`src/rtl/aes_pkg.sv`:
```
// rtl/aes_pkg.sv - shared AES block constants, FSM state encoding and byte-slice helper
package aes_pkg;

    localparam int AES_BLOCK_W = 128;
    localparam int AES_NBYTES  = 16;

    typedef enum logic [1:0] {
        ST_IDLE = 2'd0,
        ST_BUSY = 2'd1,
        ST_DONE = 2'd2
    } aes_state_e;

    // Byte 0 is the most significant byte (row 0, col 0, column-major order).
    function automatic logic [7:0] aes_byte(input logic [AES_BLOCK_W-1:0] blk, input int idx);
        return blk[AES_BLOCK_W-1-8*idx -: 8];
    endfunction

endpackage

```
`src/rtl/inv_sbox.sv`:
```
// rtl/inv_sbox.sv - combinational AES inverse S-box lookup
module inv_sbox (
    input  logic [7:0] in_byte,
    output logic [7:0] out_byte
);

    // Full 256-entry inverse substitution table.
    always_comb begin
        out_byte = 8'h00;
        case (in_byte)
            8'h00: out_byte = 8'h52; 8'h01: out_byte = 8'h09; 8'h02: out_byte = 8'h6a; 8'h03: out_byte = 8'hd5; 8'h04: out_byte = 8'h30; 8'h05: out_byte = 8'h36; 8'h06: out_byte = 8'ha5; 8'h07: out_byte = 8'h38;
            8'h08: out_byte = 8'hbf; 8'h09: out_byte = 8'h40; 8'h0a: out_byte = 8'ha3; 8'h0b: out_byte = 8'h9e; 8'h0c: out_byte = 8'h81; 8'h0d: out_byte = 8'hf3; 8'h0e: out_byte = 8'hd7; 8'h0f: out_byte = 8'hfb;
            8'h10: out_byte = 8'h7c; 8'h11: out_byte = 8'he3; 8'h12: out_byte = 8'h39; 8'h13: out_byte = 8'h82; 8'h14: out_byte = 8'h9b; 8'h15: out_byte = 8'h2f; 8'h16: out_byte = 8'hff; 8'h17: out_byte = 8'h87;
            8'h18: out_byte = 8'h34; 8'h19: out_byte = 8'h8e; 8'h1a: out_byte = 8'h43; 8'h1b: out_byte = 8'h44; 8'h1c: out_byte = 8'hc4; 8'h1d: out_byte = 8'hde; 8'h1e: out_byte = 8'he9; 8'h1f: out_byte = 8'hcb;
            8'h20: out_byte = 8'h54; 8'h21: out_byte = 8'h7b; 8'h22: out_byte = 8'h94; 8'h23: out_byte = 8'h32; 8'h24: out_byte = 8'ha6; 8'h25: out_byte = 8'hc2; 8'h26: out_byte = 8'h23; 8'h27: out_byte = 8'h3d;
            8'h28: out_byte = 8'hee; 8'h29: out_byte = 8'h4c; 8'h2a: out_byte = 8'h95; 8'h2b: out_byte = 8'h0b; 8'h2c: out_byte = 8'h42; 8'h2d: out_byte = 8'hfa; 8'h2e: out_byte = 8'hc3; 8'h2f: out_byte = 8'h4e;
            8'h30: out_byte = 8'h08; 8'h31: out_byte = 8'h2e; 8'h32: out_byte = 8'ha1; 8'h33: out_byte = 8'h66; 8'h34: out_byte = 8'h28; 8'h35: out_byte = 8'hd9; 8'h36: out_byte = 8'h24; 8'h37: out_byte = 8'hb2;
            8'h38: out_byte = 8'h76; 8'h39: out_byte = 8'h5b; 8'h3a: out_byte = 8'ha2; 8'h3b: out_byte = 8'h49; 8'h3c: out_byte = 8'h6d; 8'h3d: out_byte = 8'h8b; 8'h3e: out_byte = 8'hd1; 8'h3f: out_byte = 8'h25;
            8'h40: out_byte = 8'h72; 8'h41: out_byte = 8'hf8; 8'h42: out_byte = 8'hf6; 8'h43: out_byte = 8'h64; 8'h44: out_byte = 8'h86; 8'h45: out_byte = 8'h68; 8'h46: out_byte = 8'h98; 8'h47: out_byte = 8'h16;
            8'h48: out_byte = 8'hd4; 8'h49: out_byte = 8'ha4; 8'h4a: out_byte = 8'h5c; 8'h4b: out_byte = 8'hcc; 8'h4c: out_byte = 8'h5d; 8'h4d: out_byte = 8'h65; 8'h4e: out_byte = 8'hb6; 8'h4f: out_byte = 8'h92;
            8'h50: out_byte = 8'h6c; 8'h51: out_byte = 8'h70; 8'h52: out_byte = 8'h48; 8'h53: out_byte = 8'h50; 8'h54: out_byte = 8'hfd; 8'h55: out_byte = 8'hed; 8'h56: out_byte = 8'hb9; 8'h57: out_byte = 8'hda;
            8'h58: out_byte = 8'h5e; 8'h59: out_byte = 8'h15; 8'h5a: out_byte = 8'h46; 8'h5b: out_byte = 8'h57; 8'h5c: out_byte = 8'ha7; 8'h5d: out_byte = 8'h8d; 8'h5e: out_byte = 8'h9d; 8'h5f: out_byte = 8'h84;
            8'h60: out_byte = 8'h90; 8'h61: out_byte = 8'hd8; 8'h62: out_byte = 8'hab; 8'h63: out_byte = 8'h00; 8'h64: out_byte = 8'h8c; 8'h65: out_byte = 8'hbc; 8'h66: out_byte = 8'hd3; 8'h67: out_byte = 8'h0a;
            8'h68: out_byte = 8'hf7; 8'h69: out_byte = 8'he4; 8'h6a: out_byte = 8'h58; 8'h6b: out_byte = 8'h05; 8'h6c: out_byte = 8'hb8; 8'h6d: out_byte = 8'hb3; 8'h6e: out_byte = 8'h45; 8'h6f: out_byte = 8'h06;
            8'h70: out_byte = 8'hd0; 8'h71: out_byte = 8'h2c; 8'h72: out_byte = 8'h1e; 8'h73: out_byte = 8'h8f; 8'h74: out_byte = 8'hca; 8'h75: out_byte = 8'h3f; 8'h76: out_byte = 8'h0f; 8'h77: out_byte = 8'h02;
            8'h78: out_byte = 8'hc1; 8'h79: out_byte = 8'haf; 8'h7a: out_byte = 8'hbd; 8'h7b: out_byte = 8'h03; 8'h7c: out_byte = 8'h01; 8'h7d: out_byte = 8'h13; 8'h7e: out_byte = 8'h8a; 8'h7f: out_byte = 8'h6b;
            8'h80: out_byte = 8'h3a; 8'h81: out_byte = 8'h91; 8'h82: out_byte = 8'h11; 8'h83: out_byte = 8'h41; 8'h84: out_byte = 8'h4f; 8'h85: out_byte = 8'h67; 8'h86: out_byte = 8'hdc; 8'h87: out_byte = 8'hea;
            8'h88: out_byte = 8'h97; 8'h89: out_byte = 8'hf2; 8'h8a: out_byte = 8'hcf; 8'h8b: out_byte = 8'hce; 8'h8c: out_byte = 8'hf0; 8'h8d: out_byte = 8'hb4; 8'h8e: out_byte = 8'he6; 8'h8f: out_byte = 8'h73;
            8'h90: out_byte = 8'h96; 8'h91: out_byte = 8'hac; 8'h92: out_byte = 8'h74; 8'h93: out_byte = 8'h22; 8'h94: out_byte = 8'he7; 8'h95: out_byte = 8'had; 8'h96: out_byte = 8'h35; 8'h97: out_byte = 8'h85;
            8'h98: out_byte = 8'he2; 8'h99: out_byte = 8'hf9; 8'h9a: out_byte = 8'h37; 8'h9b: out_byte = 8'he8; 8'h9c: out_byte = 8'h1c; 8'h9d: out_byte = 8'h75; 8'h9e: out_byte = 8'hdf; 8'h9f: out_byte = 8'h6e;
            8'ha0: out_byte = 8'h47; 8'ha1: out_byte = 8'hf1; 8'ha2: out_byte = 8'h1a; 8'ha3: out_byte = 8'h71; 8'ha4: out_byte = 8'h1d; 8'ha5: out_byte = 8'h29; 8'ha6: out_byte = 8'hc5; 8'ha7: out_byte = 8'h89;
            8'ha8: out_byte = 8'h6f; 8'ha9: out_byte = 8'hb7; 8'haa: out_byte = 8'h62; 8'hab: out_byte = 8'h0e; 8'hac: out_byte = 8'haa; 8'had: out_byte = 8'h18; 8'hae: out_byte = 8'hbe; 8'haf: out_byte = 8'h1b;
            8'hb0: out_byte = 8'hfc; 8'hb1: out_byte = 8'h56; 8'hb2: out_byte = 8'h3e; 8'hb3: out_byte = 8'h4b; 8'hb4: out_byte = 8'hc6; 8'hb5: out_byte = 8'hd2; 8'hb6: out_byte = 8'h79; 8'hb7: out_byte = 8'h20;
            8'hb8: out_byte = 8'h9a; 8'hb9: out_byte = 8'hdb; 8'hba: out_byte = 8'hc0; 8'hbb: out_byte = 8'hfe; 8'hbc: out_byte = 8'h78; 8'hbd: out_byte = 8'hcd; 8'hbe: out_byte = 8'h5a; 8'hbf: out_byte = 8'hf4;
            8'hc0: out_byte = 8'h1f; 8'hc1: out_byte = 8'hdd; 8'hc2: out_byte = 8'ha8; 8'hc3: out_byte = 8'h33; 8'hc4: out_byte = 8'h88; 8'hc5: out_byte = 8'h07; 8'hc6: out_byte = 8'hc7; 8'hc7: out_byte = 8'h31;
            8'hc8: out_byte = 8'hb1; 8'hc9: out_byte = 8'h12; 8'hca: out_byte = 8'h10; 8'hcb: out_byte = 8'h59; 8'hcc: out_byte = 8'h27; 8'hcd: out_byte = 8'h80; 8'hce: out_byte = 8'hec; 8'hcf: out_byte = 8'h5f;
            8'hd0: out_byte = 8'h60; 8'hd1: out_byte = 8'h51; 8'hd2: out_byte = 8'h7f; 8'hd3: out_byte = 8'ha9; 8'hd4: out_byte = 8'h19; 8'hd5: out_byte = 8'hb5; 8'hd6: out_byte = 8'h4a; 8'hd7: out_byte = 8'h0d;
            8'hd8: out_byte = 8'h2d; 8'hd9: out_byte = 8'he5; 8'hda: out_byte = 8'h7a; 8'hdb: out_byte = 8'h9f; 8'hdc: out_byte = 8'h93; 8'hdd: out_byte = 8'hc9; 8'hde: out_byte = 8'h9c; 8'hdf: out_byte = 8'hef;
            8'he0: out_byte = 8'ha0; 8'he1: out_byte = 8'he0; 8'he2: out_byte = 8'h3b; 8'he3: out_byte = 8'h4d; 8'he4: out_byte = 8'hae; 8'he5: out_byte = 8'h2a; 8'he6: out_byte = 8'hf5; 8'he7: out_byte = 8'hb0;
            8'he8: out_byte = 8'hc8; 8'he9: out_byte = 8'heb; 8'hea: out_byte = 8'hbb; 8'heb: out_byte = 8'h3c; 8'hec: out_byte = 8'h83; 8'hed: out_byte = 8'h53; 8'hee: out_byte = 8'h99; 8'hef: out_byte = 8'h61;
            8'hf0: out_byte = 8'h17; 8'hf1: out_byte = 8'h2b; 8'hf2: out_byte = 8'h04; 8'hf3: out_byte = 8'h7e; 8'hf4: out_byte = 8'hba; 8'hf5: out_byte = 8'h77; 8'hf6: out_byte = 8'hd6; 8'hf7: out_byte = 8'h26;
            8'hf8: out_byte = 8'he1; 8'hf9: out_byte = 8'h69; 8'hfa: out_byte = 8'h14; 8'hfb: out_byte = 8'h63; 8'hfc: out_byte = 8'h55; 8'hfd: out_byte = 8'h21; 8'hfe: out_byte = 8'h0c; 8'hff: out_byte = 8'h7d;
        endcase
    end

endmodule

```
`src/rtl/inv_subbytes_seq.sv`:
```
// rtl/inv_subbytes_seq.sv - serialized AES inverse SubBytes, LANES bytes per clock
module inv_subbytes_seq
    import aes_pkg::*;
#(
    parameter int LANES = 1
) (
    input  logic                   clk,
    input  logic                   rst_n,
    input  logic                   in_valid,
    output logic                   in_ready,
    input  logic [AES_BLOCK_W-1:0] in_block,
    output logic                   out_valid,
    input  logic                   out_ready,
    output logic [AES_BLOCK_W-1:0] out_block,
    output logic                   busy
);

    localparam int NSTEPS = AES_NBYTES / LANES;
    localparam int CNT_W  = (NSTEPS > 1) ? $clog2(NSTEPS) : 1;
    localparam logic [CNT_W-1:0] CNT_LAST = CNT_W'(NSTEPS - 1);

    generate
        if (LANES != 1 && LANES != 2 && LANES != 4 && LANES != 8 && LANES != 16) begin : g_bad_lanes
            $error("inv_subbytes_seq: LANES must be 1, 2, 4, 8 or 16");
        end
    endgenerate

    aes_state_e             state;
    aes_state_e             state_nxt;
    logic [CNT_W-1:0]       cnt;
    logic [AES_BLOCK_W-1:0] src_reg;
    logic [AES_BLOCK_W-1:0] res_reg;
    logic [7:0]             lane_in  [LANES];
    logic [7:0]             lane_out [LANES];
    logic                   last_step;

    assign last_step = (cnt == CNT_LAST);

    // Each lane reads the byte at cnt*LANES + lane from the captured state.
    generate
        for (genvar j = 0; j < LANES; j++) begin : g_lane
            assign lane_in[j] = aes_byte(src_reg, int'(cnt) * LANES + j);
            inv_sbox u_inv_sbox (
                .in_byte  (lane_in[j]),
                .out_byte (lane_out[j])
            );
        end
    endgenerate

    // State register.
    always_ff @(posedge clk or negedge rst_n) begin
        if (!rst_n) begin
            state <= ST_IDLE;
        end else begin
            state <= state_nxt;
        end
    end

    // Next-state decode: accept in IDLE, step through BUSY, hold DONE until taken.
    always_comb begin
        state_nxt = state;
        case (state)
            ST_IDLE: if (in_valid)  state_nxt = ST_BUSY;
            ST_BUSY: if (last_step) state_nxt = ST_DONE;
            ST_DONE: if (out_ready) state_nxt = ST_IDLE;
            default:                state_nxt = ST_IDLE;
        endcase
    end

    // Datapath: capture on acceptance, write LANES substituted bytes per BUSY cycle.
    always_ff @(posedge clk or negedge rst_n) begin
        if (!rst_n) begin
            cnt     <= '0;
            src_reg <= '0;
            res_reg <= '0;
        end else begin
            case (state)
                ST_IDLE: begin
                    if (in_valid) begin
                        src_reg <= in_block;
                        cnt     <= '0;
                    end
                end
                ST_BUSY: begin
                    for (int j = 0; j < LANES; j++) begin
                        res_reg[AES_BLOCK_W-1-8*(int'(cnt)*LANES+j) -: 8] <= lane_out[j];
                    end
                    if (!last_step) begin
                        cnt <= cnt + CNT_W'(1);
                    end
                end
                default: ;
            endcase
        end
    end

    // in_ready is masked during reset so nothing is offered while rst_n is low.
    assign in_ready  = rst_n && (state == ST_IDLE);
    assign out_valid = (state == ST_DONE);
    assign busy      = (state == ST_BUSY) || (state == ST_DONE);
    assign out_block = res_reg;

endmodule

```
`config.mk`:
```
export PLATFORM = sky130hd
export DESIGN_NAME = inv_subbytes_seq
export DESIGN_NICKNAME = d
export VERILOG_FILES = /design/src/rtl/aes_pkg.sv /design/src/rtl/inv_sbox.sv /design/src/rtl/inv_subbytes_seq.sv
export SDC_FILE = /design/constraint.sdc
export NUM_CORES = 1
export LEC_CHECK = 0
export BUFFER_PORTS_ARGS = -buffer_cell sky130_fd_sc_hd__buf_2
export CORE_MARGIN = 3
export CORE_UTILIZATION = 40
export DETAILED_ROUTE_END_ITERATION = 10
export GPL_TIMING_DRIVEN = 0
export PLACE_DENSITY = 0.68
export SETUP_SLACK_MARGIN = 0.5
export SYNTH_ARGS = -nofsm -noshare
export SYNTH_HDL_FRONTEND = slang
export SYNTH_SLANG_ARGS = --single-unit
```
`constraint.sdc`:
```
create_clock -name clk -period 6.2 [get_ports clk]
set_input_delay 0.62 -clock clk [delete_from_list [all_inputs] [get_ports clk]]
set_output_delay 0.62 -clock clk [all_outputs]
set_load 0.005 [all_outputs]
```
# --- Yosys cells after proc, flatten, opt, wreduce, memory -nomap -nowiden ---
# Memory sizes are Yosys's and may differ from the RTL's.
# Cells that the tools add are included.
classes:
  bitwise: 0
  n_eq_ne: 7
  muxes: 8
  shifts: 3
  reduce_logical: 7
  div_mod_pow: 0
  addsub: 3
  n_lt_le_gt_ge: 0
  mul: 0
op_table:
  columns: ["cell", "count"]
  rows:
  - ["$shift 8x33->135 const A", 1]
  - ["$shiftx 135x8->8", 1]
  - ["$shiftx 8x33->135", 1]
  - ["$bwmux 128", 1]
  - ["$neg 8->33", 1]
  - ["$mux 4", 2]
  - ["$pmux 4 s2", 1]
  - ["$sub 7x7->8 const A", 1]
  - ["$mux 2", 3]
  - ["$ne 2x2->1 const B", 3]
  - ["$pmux 2 s3", 1]
  - ["$reduce_and 3->1", 2]
  - ["$add 4x1->4 const B", 1]
  - ["$eq 4x4->1 const B", 1]
  - ["$eq 2x1->1 const B", 1]
  - ["$eq 2x2->1 const B", 1]
  - ["$logic_not 2->1", 1]
  - ["$ne 2x1->1 const B", 1]
  - ["$reduce_and 2->1", 1]
  - ["$reduce_bool 2->1", 1]
  - ["$logic_and 1x1->1", 1]
  - ["$logic_or 1x1->1", 1]
word_totals:
  mem_bits_rw: 0
  reg_bits: 262
  n_memories: 1
  latchBits: 0
  inputBits: 132
  romBits: 2048
  word_cells: 33
  output_inout_bits: 131
mem_list:
  columns: ["name", "words", "word_bits", "rd", "rd_ports_with_merged_regs", "wr", "line_no", "text"]
  rows:
  - ["(name not given)", 256, 8, 1, 0, 0, "inv_sbox.sv:10", "case (in_byte)"]

# --- Longest topological paths before layout ---
# Gate-level depths: netlist of the first run.
# An unclocked memory read counts as a cell.
depth:
  depth_word: 5
  ltp_mapped: 19
  ltp_nobuf: 13

# --- Hierarchy ---
# From an unflattened synthesis of the first run, not the netlist that was laid out.
hier_totals:
  hier_cells: 1417
  area_unflattened_um2: 14347.5
by_module_without_submodules:
  columns: ["module", "area_each_um2", "n_inst", "cells_each"]
  rows:
  - ["inv_subbytes_seq", 10846.7, 1, 862]
  - ["inv_sbox", 3500.9, 1, 555]

# --- Worst setup path after synthesis of the first run ---
# Ideal clock, no wire load.
synth_timing:
  kind: "register -> register"
  from: "register cnt[1]"
  to: "register res_reg[27], in the netlist out_block[27]"
  path_stages_with_launch: 15
  path_slack_ps: 2544
  arrival_time_ps: 3535
  cell_sequence: "dfrtp_1 -> buf_6 -> buf_12 -> mux4_2 -> mux2i_1 -> mux2_2 -> buf_2 -> ha_1 -> nor3_1 -> nor3_1 -> o311a_1 -> o32ai_2 -> nor2_4 -> buf_6 -> a22o_1"
synth_via:
  elab_chain_len: 5
synth_lines:
  columns: ["element", "line_no", "text"]
  rows:
  - ["start: declaration", "inv_subbytes_seq.sv:30", "logic [CNT_W-1:0] cnt;"]
  - ["start signal: assignment", "inv_subbytes_seq.sv:89", "cnt <= cnt + CNT_W'(1);"]
  - ["$sub 7x7->8 *", "aes_pkg.sv:15, inv_subbytes_seq.sv:86", null]
  - ["$shiftx 135x8->8", "aes_pkg.sv:15", "return blk[AES_BLOCK_W-1-8*idx -: 8];"]
  - ["$mem_v2 256x8", null, null]
  - ["$shiftx 8x33->135", "inv_subbytes_seq.sv:86", "res_reg[AES_BLOCK_W-1-8*(int'(cnt)*LANES+j) -: 8] <= lane_out[j];"]
  - ["$bwmux 128 *", "inv_subbytes_seq.sv:86", null]
  - ["end signal: indexed assignment", "inv_subbytes_seq.sv:86", null]
  - ["end: declaration", "inv_subbytes_seq.sv:32", "logic [AES_BLOCK_W-1:0] res_reg;"]
# Every way passes the cells marked *; elsewhere a longest branch is shown, timed or not.
# A chain may end at the register's enable or synchronous reset.

# --- Worst setup path after layout of the first run ---
layout_timing:
  from: "register cnt[3]"
  to: "register res_reg[45], in the netlist out_block[45]"
# Same word-level chain as after synthesis.

==> results.sh, run 1 <==
export IMPL_status="complete, but fails checks"
export IMPL_violations="capacitance limit, slew limit"
export IMPL_clock_fmax_ghz=0.173
export IMPL_ys_seq_elements=262
export IMPL_rows=69
export IMPL_drive_gt1_share_pct=35.2
export IMPL_overflow=0
export IMPL_cts_sinks=262
export IMPL_hold_class="input pin to async pin"
export IMPL_use_met1_pct=42.1
export IMPL_synth_seq_area_share_pct=44.1
export IMPL_vias=13900
export IMPL_ys_flop_type="dfrtp_1"
export IMPL_endpoint="out_block[45]"
export IMPL_start_util_pct=41.2
export IMPL_worstPathRequired_ns=6.68
export IMPL_ff2ff_setup_slack_ns=0.43
export IMPL_worstPathArrival_ns=6.25
export IMPL_clock_skew_ns=0.0233
export IMPL_met2_usage_pct=52.1
export IMPL_synth_avg_cell_area_sq_um=10.8
export IMPL_path_class="register to register"
export IMPL_cp_startpoint="cnt[3]"
export IMPL_syn2layout_area_growth_pct=19.5
export IMPL_ant_nets=0
export IMPL_grtUsageTotal_pct=32.3
export IMPL_period_share_pct=93.0
export IMPL_hold_violations=0
export IMPL_fin_cells=2145
export IMPL_synth_area_leaders="dfrtp_1, mux2_2, a22o_1, mux4_2, nand2_1"
export IMPL_grt_setup_unrepaired="false"
export IMPL_die_y_um=199
export IMPL_clk_pin_slew_ns=0.06
export IMPL_syn_nets=1533
export IMPL_cts_buffers=26
export IMPL_core_sq_mm=0.0361
export IMPL_via_per_inst=6.48
export IMPL_htreeDepth=1
export IMPL_synth_edf_count=0
export IMPL_path_max_fanout=13
export IMPL_slew_violations=1
export IMPL_clk_latency_ns=0.54
export IMPL_fin_nets=1825
export IMPL_cts_setup_buffers=0
export IMPL_max_stage_delay_ns=0.72
export IMPL_grt_pass1_wl_um=94800
export IMPL_root_buffer="clkbuf_16"
export IMPL_grt_pass1_vias=14000
export IMPL_gr_max_usage_layer="met2"
export IMPL_antenna_found_initial=4
export IMPL_drv_cap=1
export IMPL_drt_pass1_iterations=6
export IMPL_ys_async_sr_fraction_pct=100
export IMPL_yosysWarningCount=0
export IMPL_die_x_um=199
export IMPL_ios=263
export IMPL_tightest_slew_ns=1.50
export IMPL_reg2reg_from="cnt[3]"
export IMPL_ys_types=93
export IMPL_end_kind="register"
export IMPL_synth_top_cell_area_share_pct=44.1
export IMPL_path_cells="clkbuf_1 > clkinv_1 > mux2_2 > inv_2 > ha_1 > clkbuf_1 > o21ai_0 > nand3_1 > o311ai_0 > o211ai_1 > nand3_1 > a211oi_4 > buf_4 > a22o_1"
export IMPL_placed_cells=2097
export IMPL_grt_max_degree=108
export IMPL_r2r_end="out_block[45]"
export IMPL_startpoint_type="register"
export IMPL_cts_hold_buf=0
export IMPL_die_area_sq_mm=0.0395
export IMPL_final_cell_area_sq_mm=0.0178
export IMPL_r2r_cells=14
export IMPL_drc_errors=0
export IMPL_cts_tree="yes"
export IMPL_crit_slowest_cell="a211oi_4"
export IMPL_wl_um=64900
export IMPL_setup_violations=0
export IMPL_syn_inst=1372
export IMPL_gp_congestion=1.09
export IMPL_cts_path_max_buffers=3
export IMPL_first_iter_violations=1482
export IMPL_synth_area_sq_mm=0.0149
export IMPL_slew_headroom_pct=-0.547
export IMPL_period_needed_ns=5.77
export IMPL_place_area_sq_mm=0.0168
export IMPL_wl_per_cell_um=30.3
export IMPL_yosys_area_top_type="dfrtp_1"
export IMPL_dp_hpwl_um=47600
export IMPL_use_met3_pct=7.93
export IMPL_portBuffers=262
export IMPL_whs_ns=0.135
-- metrics by stage --
step / worst slack (ns) / setup TNS [ns] / utilization (%)
2_1_floorplan: 2.54 / 0 / -
3_3_place_gp: -0.0975 / -13.35 / 46.4
3_5_place_dp: 0.509 / 0 / 46.6
4_1_cts: 0.617 / 0 / 49.1
5_1_grt: 0.507 / 0 / 49.2
6_report: 0.431 / 0 / 49.2
-- worst max-delay path, delay by kind of cell, from the launching register on --
family	cells	cell delay, ns
AND/OR/NAND/NOR	2	0.52
flip-flops	1	0.33
buffers and inverters	5	2.19
multiplexers	1	0.47
AO/OA/AOI/OAI	5	1.91
adder cells (fa/ha/maj)	1	0.26
-- worst min path at each step --
stage / end / depth (start not counted)
2_1_floorplan: cnt[0] / 0
3_3_place_gp: out_block[90] / 2
3_5_place_dp: out_block[90] / 2
4_1_cts: out_block[63] / 1
5_1_grt: out_block[59] / 1
6_report: out_block[56] / 1
-- cells in the mapped netlist, types with 7 or more instances --
master / count
buf_6: 13
o311ai_0: 8
nor2_1: 49
nor2b_1: 8
nand4_1: 9
inv_1: 9
a21oi_1: 58
nor3_1: 35
ha_1: 29
o211ai_1: 20
o41ai_1: 8
dfrtp_1: 262
a311oi_1: 13
o221ai_1: 8
o21ai_0: 57
a22o_1: 75
buf_4: 12
o41ai_2: 8
o22ai_1: 8
a211oi_1: 9
a31oi_1: 16
buf_2: 42
o21ai_1: 25
mux4_2: 25
a211o_1: 8
mux2_2: 135
mux2i_1: 29
nand2_1: 137
and3_1: 7
o31ai_1: 21
nand3_1: 43
clkbuf_1: 53
-- layout make-up --
class | instances | area (sq um)
fillers | 3330 | 18300
multi-input cells | 971 | 7570
flip-flops and latches | 262 | 6560
repair buffers | 264 | 1380
clock buffers | 34 | 752
plain buffers | 123 | 687
well taps | 461 | 577
clock inverters | 13 | 171
inverters | 16 | 65.1
diodes | 1 | 2.50
-- layout by cell type (no fill, tap or decap), types with 9 or more instances in the layout --
cell,synthesis,final
a311oi_1,13,13
a31oi_1,16,16
mux2_2,135,135
mux4_2,25,25
nand4_1,9,9
nand3_1,43,43
clkbuf_1,53,53
nor3_1,35,35
buf_2,42,303
buf_6,13,13
ha_1,29,29
o211ai_1,20,20
o21ai_0,57,57
a22o_1,75,75
o31ai_1,21,21
buf_4,12,12
clkbuf_16,0,27
dfrtp_1,262,262
o21ai_1,25,25
mux2i_1,29,29
nor2_1,49,49
a21oi_1,58,58
nand2_1,137,137
a211oi_1,9,9
inv_1,9,9
-- repair_timing --
action	CTS	global route
setup endpoints to repair	1	20
cloned	0	0
gates resized for setup	1	4
-- per-layer routing --
layer	vias up	share of wire (%)
li1	5821	-
met1	6922	40
met2	931	45
met3	218	11
met4	6	4.7
met5	-	0.063
-- cell families after synthesis --
logic type / share of synthesized area [%]
compound gates: 21.7
xor+xnor: 0.0590
fa+ha+maj: 2.44
buf+inv: 5.04
flops: 44.1
mux: 16.1
simple gates: 10.6
Power of run 1 is left out: the tool's default activity adds up to more than one toggle a clock period on the data nets, which glitch-free logic cannot reach.
==> run 2, diff against run 1 <==
--- a/config.mk
+++ b/config.mk
@@ -10,7 +10,7 @@
 export CORE_UTILIZATION = 40
 export DETAILED_ROUTE_END_ITERATION = 10
 export GPL_TIMING_DRIVEN = 0
-export PLACE_DENSITY = 0.68
+export PLACE_DENSITY = 0.58
 export SETUP_SLACK_MARGIN = 0.5
 export SYNTH_ARGS = -nofsm -noshare
 export SYNTH_HDL_FRONTEND = slang
==> run 2 against run 1 <==
Net effect:
- the run now ends clean
- first-iteration DRC count fell by 12%
- fmax increased by 4.8%
- count of clock-buffer cells in the layout rose by 7
- register-to-register slack improved by 0.26 ns
==> results.sh, run 2 (synthesis gave the netlist of run 1 again) <==
export IMPL_max_stage_delay_ns=0.70
export IMPL_final_cell_area_sq_mm=0.0178
export IMPL_grtUsageTotal_pct=33.8
export IMPL_startpoint_type="register"
export IMPL_cts_sinks=262
export IMPL_vias=13800
export IMPL_cts_tree="yes"
export IMPL_period_share_pct=88.8
export IMPL_mostFrequentLayoutCell="buf_2"
export IMPL_path_cells="buf_6 > buf_12 > mux4_2 > mux2i_1 > mux2_2 > buf_2 > ha_1 > inv_1 > nor3_2 > o21ai_0 > a21o_1 > o211ai_1 > o21ai_1 > a311oi_4 > buf_6 > a22o_1"
export IMPL_dp_hpwl_um=49400
export IMPL_slew_violations=0
export IMPL_start_util_pct=41.2
export IMPL_fillerInstances=3363
export IMPL_drc_errors=0
export IMPL_core_sq_mm=0.0361
export IMPL_place_area_sq_mm=0.0168
export IMPL_wl_um=67400
export IMPL_fin_nets=1829
export IMPL_via_per_inst=6.40
export IMPL_worstPathArrival_ns=5.99
export IMPL_mostFrequentLayoutCells="buf_2, dfrtp_1, nand2_1"
export IMPL_cp_common_cell="buf_6"
export IMPL_period_needed_ns=5.51
export IMPL_wl_per_cell_um=31.4
export IMPL_drive_gt1_share_pct=35.7
export IMPL_cts_path_max_buffers=3
export IMPL_overflow=0
export IMPL_die_area_sq_mm=0.0395
export IMPL_tightest_slew_ns=1.41
export IMPL_clock_skew_ns=0.0166
export IMPL_root_buffer="clkbuf_16"
export IMPL_first_iter_violations=1311
export IMPL_portBuffers=262
export IMPL_rows=69
export IMPL_grt_pass1_wl_um=97700
export IMPL_ant_nets=0
export IMPL_htreeDepth=1
export IMPL_clk_pin_slew_ns=0.07
export IMPL_slew_headroom_pct=5.62
export IMPL_syn2layout_area_growth_pct=19.6
export IMPL_status="complete, no violations"
export IMPL_seq_area_sq_mm=0.00656
export IMPL_r2r_cells=16
export IMPL_grt_pass1_vias=14100
export IMPL_gp_congestion=1.10
export IMPL_clk_latency_ns=0.56
export IMPL_critPathBufInv=5
export IMPL_ios=263
export IMPL_path_depth=16
export IMPL_antenna_found_initial=5
export IMPL_drt_pass1_iterations=6
export IMPL_fin_cells=2149
export IMPL_path_class="register to register"
export IMPL_hold_class="input pin to async pin"
export IMPL_cts_hold_buf=0
export IMPL_setup_violations=0
export IMPL_grt_max_degree=123
export IMPL_die_x_um=199
export IMPL_grt_setup_unrepaired="false"
export IMPL_cts_buffers=29
export IMPL_path_max_fanout=16
export IMPL_worstPathRequired_ns=6.69
export IMPL_multi_input_area_sq_mm=0.00760
export IMPL_hold_violations=0
export IMPL_drv_cap=0
export IMPL_placed_cells=2098
export IMPL_worst_path_dominant_cell_family="compound AO/OA/AOI/OAI gates"
export IMPL_clock_fmax_ghz=0.182
export IMPL_crit_slowest_cell="a311oi_4"
export IMPL_end_kind="register"
export IMPL_setup_tns_ns=0
export IMPL_die_y_um=199
## run 2: cell count changes in the layout (fill, tap and decap cells not counted), moves of 2 or more
cell / before / now
a21oi_1: 58 / 56
a21oi_2: 6 / 8
bufinv_16: 4 / 0
clkbuf_16: 27 / 29
clkbuf_2: 2 / 6
clkinv_2: 7 / 5
nor3_1: 35 / 32
nor3_2: 1 / 4
o21ai_0: 57 / 55
o21ai_1: 25 / 27
## run 2: final timing paths
check	startpoint	to	slack (ns)
setup reg to reg	cnt[1]	out_block[16]	0.69
hold reg to reg	out_block[62]	out_block[62]	0.48
min in group clk	in_block[7]	src_reg[7]	0.28
max in group asynchronous	rst_n	src_reg[35]	5.11
hold / removal	rst_n	out_block[30]	0.03
setup / recovery	cnt[1]	out_block[16]	0.69
## run 2: timing repair
item	4_1_cts	5_1_grt
setup endpoints to repair	42	82
gates resized for setup	6	12
setup buffers	0	0
hold endpoints to repair	0	0
## run 2: routing by layer
metal  part of all wire, %  vias up  wire, um  track usage [%]
met2                    45      828     30000             53.3
met5                 0.077        -        52                0
li1                      -     5833         -                -
met3                   9.9      197      6690             8.81
met4                   4.7        8      3190             13.5
met1                    41     6889     27500             44.6
## run 2: layout make-up
class | count | area share, %
Antenna cell | 1 | 0.0141
Tap cell | 461 | 3.25
Sequential cell | 262 | 36.9
Clock buffer | 41 | 4.68
Clock inverter | 9 | 0.331
Buffer | 123 | 3.89
Timing Repair Buffer | 265 | 7.79
Inverter | 16 | 0.366
Multi-Input combinational cell | 971 | 42.8
## run 2: stage by stage
| stage | utilization, % | hold slack [ns] | setup WS (ns) |
|---|---|---|---|
| 2_1_floorplan | - | 0.324 | 2.54 |
| 3_3_place_gp | 46.4 | 0.456 | -0.255 |
| 3_5_place_dp | 46.6 | 0.464 | 0.308 |
| 4_1_cts | 49.2 | 0.0493 | 0.516 |
| 5_1_grt | 49.2 | 0.0712 | 0.539 |
| 6_report | 49.2 | 0.0311 | 0.695 |
Power of run 2 is left out for the same reason.
==> run 3, diff against run 2 <==
--- a/config.mk
+++ b/config.mk
@@ -5,12 +5,12 @@
 export SDC_FILE = /design/constraint.sdc
 export NUM_CORES = 1
 export LEC_CHECK = 0
-export BUFFER_PORTS_ARGS = -buffer_cell sky130_fd_sc_hd__buf_2
 export CORE_MARGIN = 3
 export CORE_UTILIZATION = 40
 export DETAILED_ROUTE_END_ITERATION = 10
+export DONT_BUFFER_PORTS = 1
 export GPL_TIMING_DRIVEN = 0
-export PLACE_DENSITY = 0.58
+export PLACE_DENSITY = 0.52
 export SETUP_SLACK_MARGIN = 0.5
 export SYNTH_ARGS = -nofsm -noshare
 export SYNTH_HDL_FRONTEND = slang
==> run 3 against run 2 <==
Net effect:
- the run now ends with hold timing left
- fmax down 2.2%
- cell count decreased by 12%
- sequential share of layout area rose by 2.9 points
- sequential cell count did not move
- clock skew grew 0.00097 ns
- global-route usage increased by 0.14 points
- non-clock buffer count shrank 264
- worst hold slack worse by 0.27 ns
- first-iteration DRC count up 5.6%
- critical endpoint is now out_block[28]
==> results.sh, run 3 (synthesis gave the netlist of run 1 again) <==
export IMPL_mostFrequentLayoutCell="dfrtp_1"
export IMPL_status="complete, but fails checks"
export IMPL_hold_class="input pin to async pin"
export IMPL_drt_pass1_iterations=5
export IMPL_path_max_fanout=16
export IMPL_syn2layout_area_growth_pct=10.9
export IMPL_drc_errors=0
export IMPL_hold_violations=262
export IMPL_first_iter_violations=1384
export IMPL_cts_tree="yes"
export IMPL_clock_skew_ns=0.0175
export IMPL_r2r_end="out_block[28]"
export IMPL_root_buffer="clkbuf_16"
export IMPL_fillerInstances=3412
export IMPL_wl_um=67500
export IMPL_die_area_sq_mm=0.0395
export IMPL_end_kind="register"
export IMPL_rows=69
export IMPL_ant_nets=0
export IMPL_die_y_um=199
export IMPL_start_util_pct=41.2
export IMPL_gp_congestion=1.04
export IMPL_grt_max_degree=264
export IMPL_period_needed_ns=5.63
export IMPL_cts_setup_buffers=0
export IMPL_cts_path_max_buffers=3
export IMPL_slew_headroom_pct=4.17
export IMPL_drive_gt1_share_pct=23.6
export IMPL_slew_violations=0
export IMPL_setup_tns_ns=0
export IMPL_cts_sinks=262
export IMPL_grt_setup_unrepaired="false"
export IMPL_worstPathRequired_ns=6.61
export IMPL_grtUsageTotal_pct=33.9
export IMPL_clk_latency_ns=0.56
export IMPL_via_per_inst=6.76
export IMPL_core_sq_mm=0.0361
export IMPL_htreeDepth=1
export IMPL_clk_pin_slew_ns=0.07
export IMPL_path_class="register to register"
export IMPL_pre_cts_slack_ns=0.242
export IMPL_ff2ff_setup_slack_ns=0.57
export IMPL_reg2reg_from="cnt[1]"
export IMPL_tightest_slew_ns=1.42
export IMPL_violations="hold timing"
export IMPL_dp_hpwl_um=50300
export IMPL_startpoint_type="register"
export IMPL_worstPathArrival_ns=6.04
export IMPL_grt_pass1_wl_um=96800
export IMPL_r2r_cells=16
export IMPL_clock_fmax_ghz=0.178
export IMPL_drv_cap=0
export IMPL_cts_buffers=28
export IMPL_post_route_util_pct=45.7
export IMPL_mostFrequentLayoutCells="dfrtp_1, nand2_1, mux2_2"
export IMPL_wl_per_cell_um=35.8
export IMPL_setup_violations=0
export IMPL_fin_ws_ns=0.571
export IMPL_fin_nets=1564
export IMPL_overflow=0
export IMPL_antenna_found_initial=2
export IMPL_cp_startpoint="cnt[1]"
export IMPL_ios=263
export IMPL_period_share_pct=90.8
export IMPL_portBuffers=0
export IMPL_grt_pass1_vias=13100
export IMPL_die_x_um=199
export IMPL_vias=12800
export IMPL_endpoint="out_block[28]"
export IMPL_whs_ns=-0.238
[run 3: through the flow]
step	hold slack, ns	area [sq um]	std cells
5_1_grt	-0.264	16500	1886
3_5_place_dp	0.330	15400	1834
6_report	-0.238	16500	1887
3_3_place_gp	0.330	15400	1833
2_1_floorplan	0.324	14900	1372
4_1_cts	-0.260	16500	1886
[run 3: critical path, stage by stage (launching register included)]
cell	delay (ns)
dfrtp_1	0.41
buf_6	0.22
buf_12	0.19
mux4_2	0.51
mux2i_1	0.28
mux2_2	0.26
buf_2	0.45
ha_1	0.28
clkbuf_1	0.69
a21oi_1	0.39
o31ai_1	0.31
o221ai_1	0.17
o31ai_1	0.19
nand2_1	0.13
a21oi_2	0.53
buf_4	0.32
o41ai_2	0.10
[run 3: how the worst min path moves through the flow]
stage	start	to	slack (ns)	depth (start not counted)
final	rst_n	out_block[61]	-0.24	0
after floorplan	rst_n	cnt[0]	0.32	0
after CTS	rst_n	out_block[95]	-0.26	0
after global routing	rst_n	out_block[57]	-0.26	0
after global placement	rst_n	out_block[30]	0.33	0
after detailed placement	rst_n	out_block[57]	0.33	0
[run 3: timing repair]
action	CTS	global route
endpoints found under the hold margin	262	262
cloned	0	0
resized for setup	7	5
setup endpoints to repair	39	36
[run 3: per-layer routing]
layer,GRT usage (%),vias to the layer above,part of all wire [%]
met4,13.9,4,4.9
met5,0,-,0.041
li1,-,5311,-
met2,52.1,730,45
met3,10.0,176,9.6
met1,45.0,6529,41
[run 3: layout make-up]
cell class	instances	area, sq um	area share, %
sequential	262	6560	39.8
timing repair buffer	1	7.51	0.0456
clock buffer	41	821	4.98
tap	461	577	3.50
multi-input combinational	971	7600	46.1
buffer	123	689	4.18
antenna	1	2.50	0.0152
inverter	16	65.1	0.395
clock inverter	11	165	1.00
Power of run 3 is left out for the same reason.
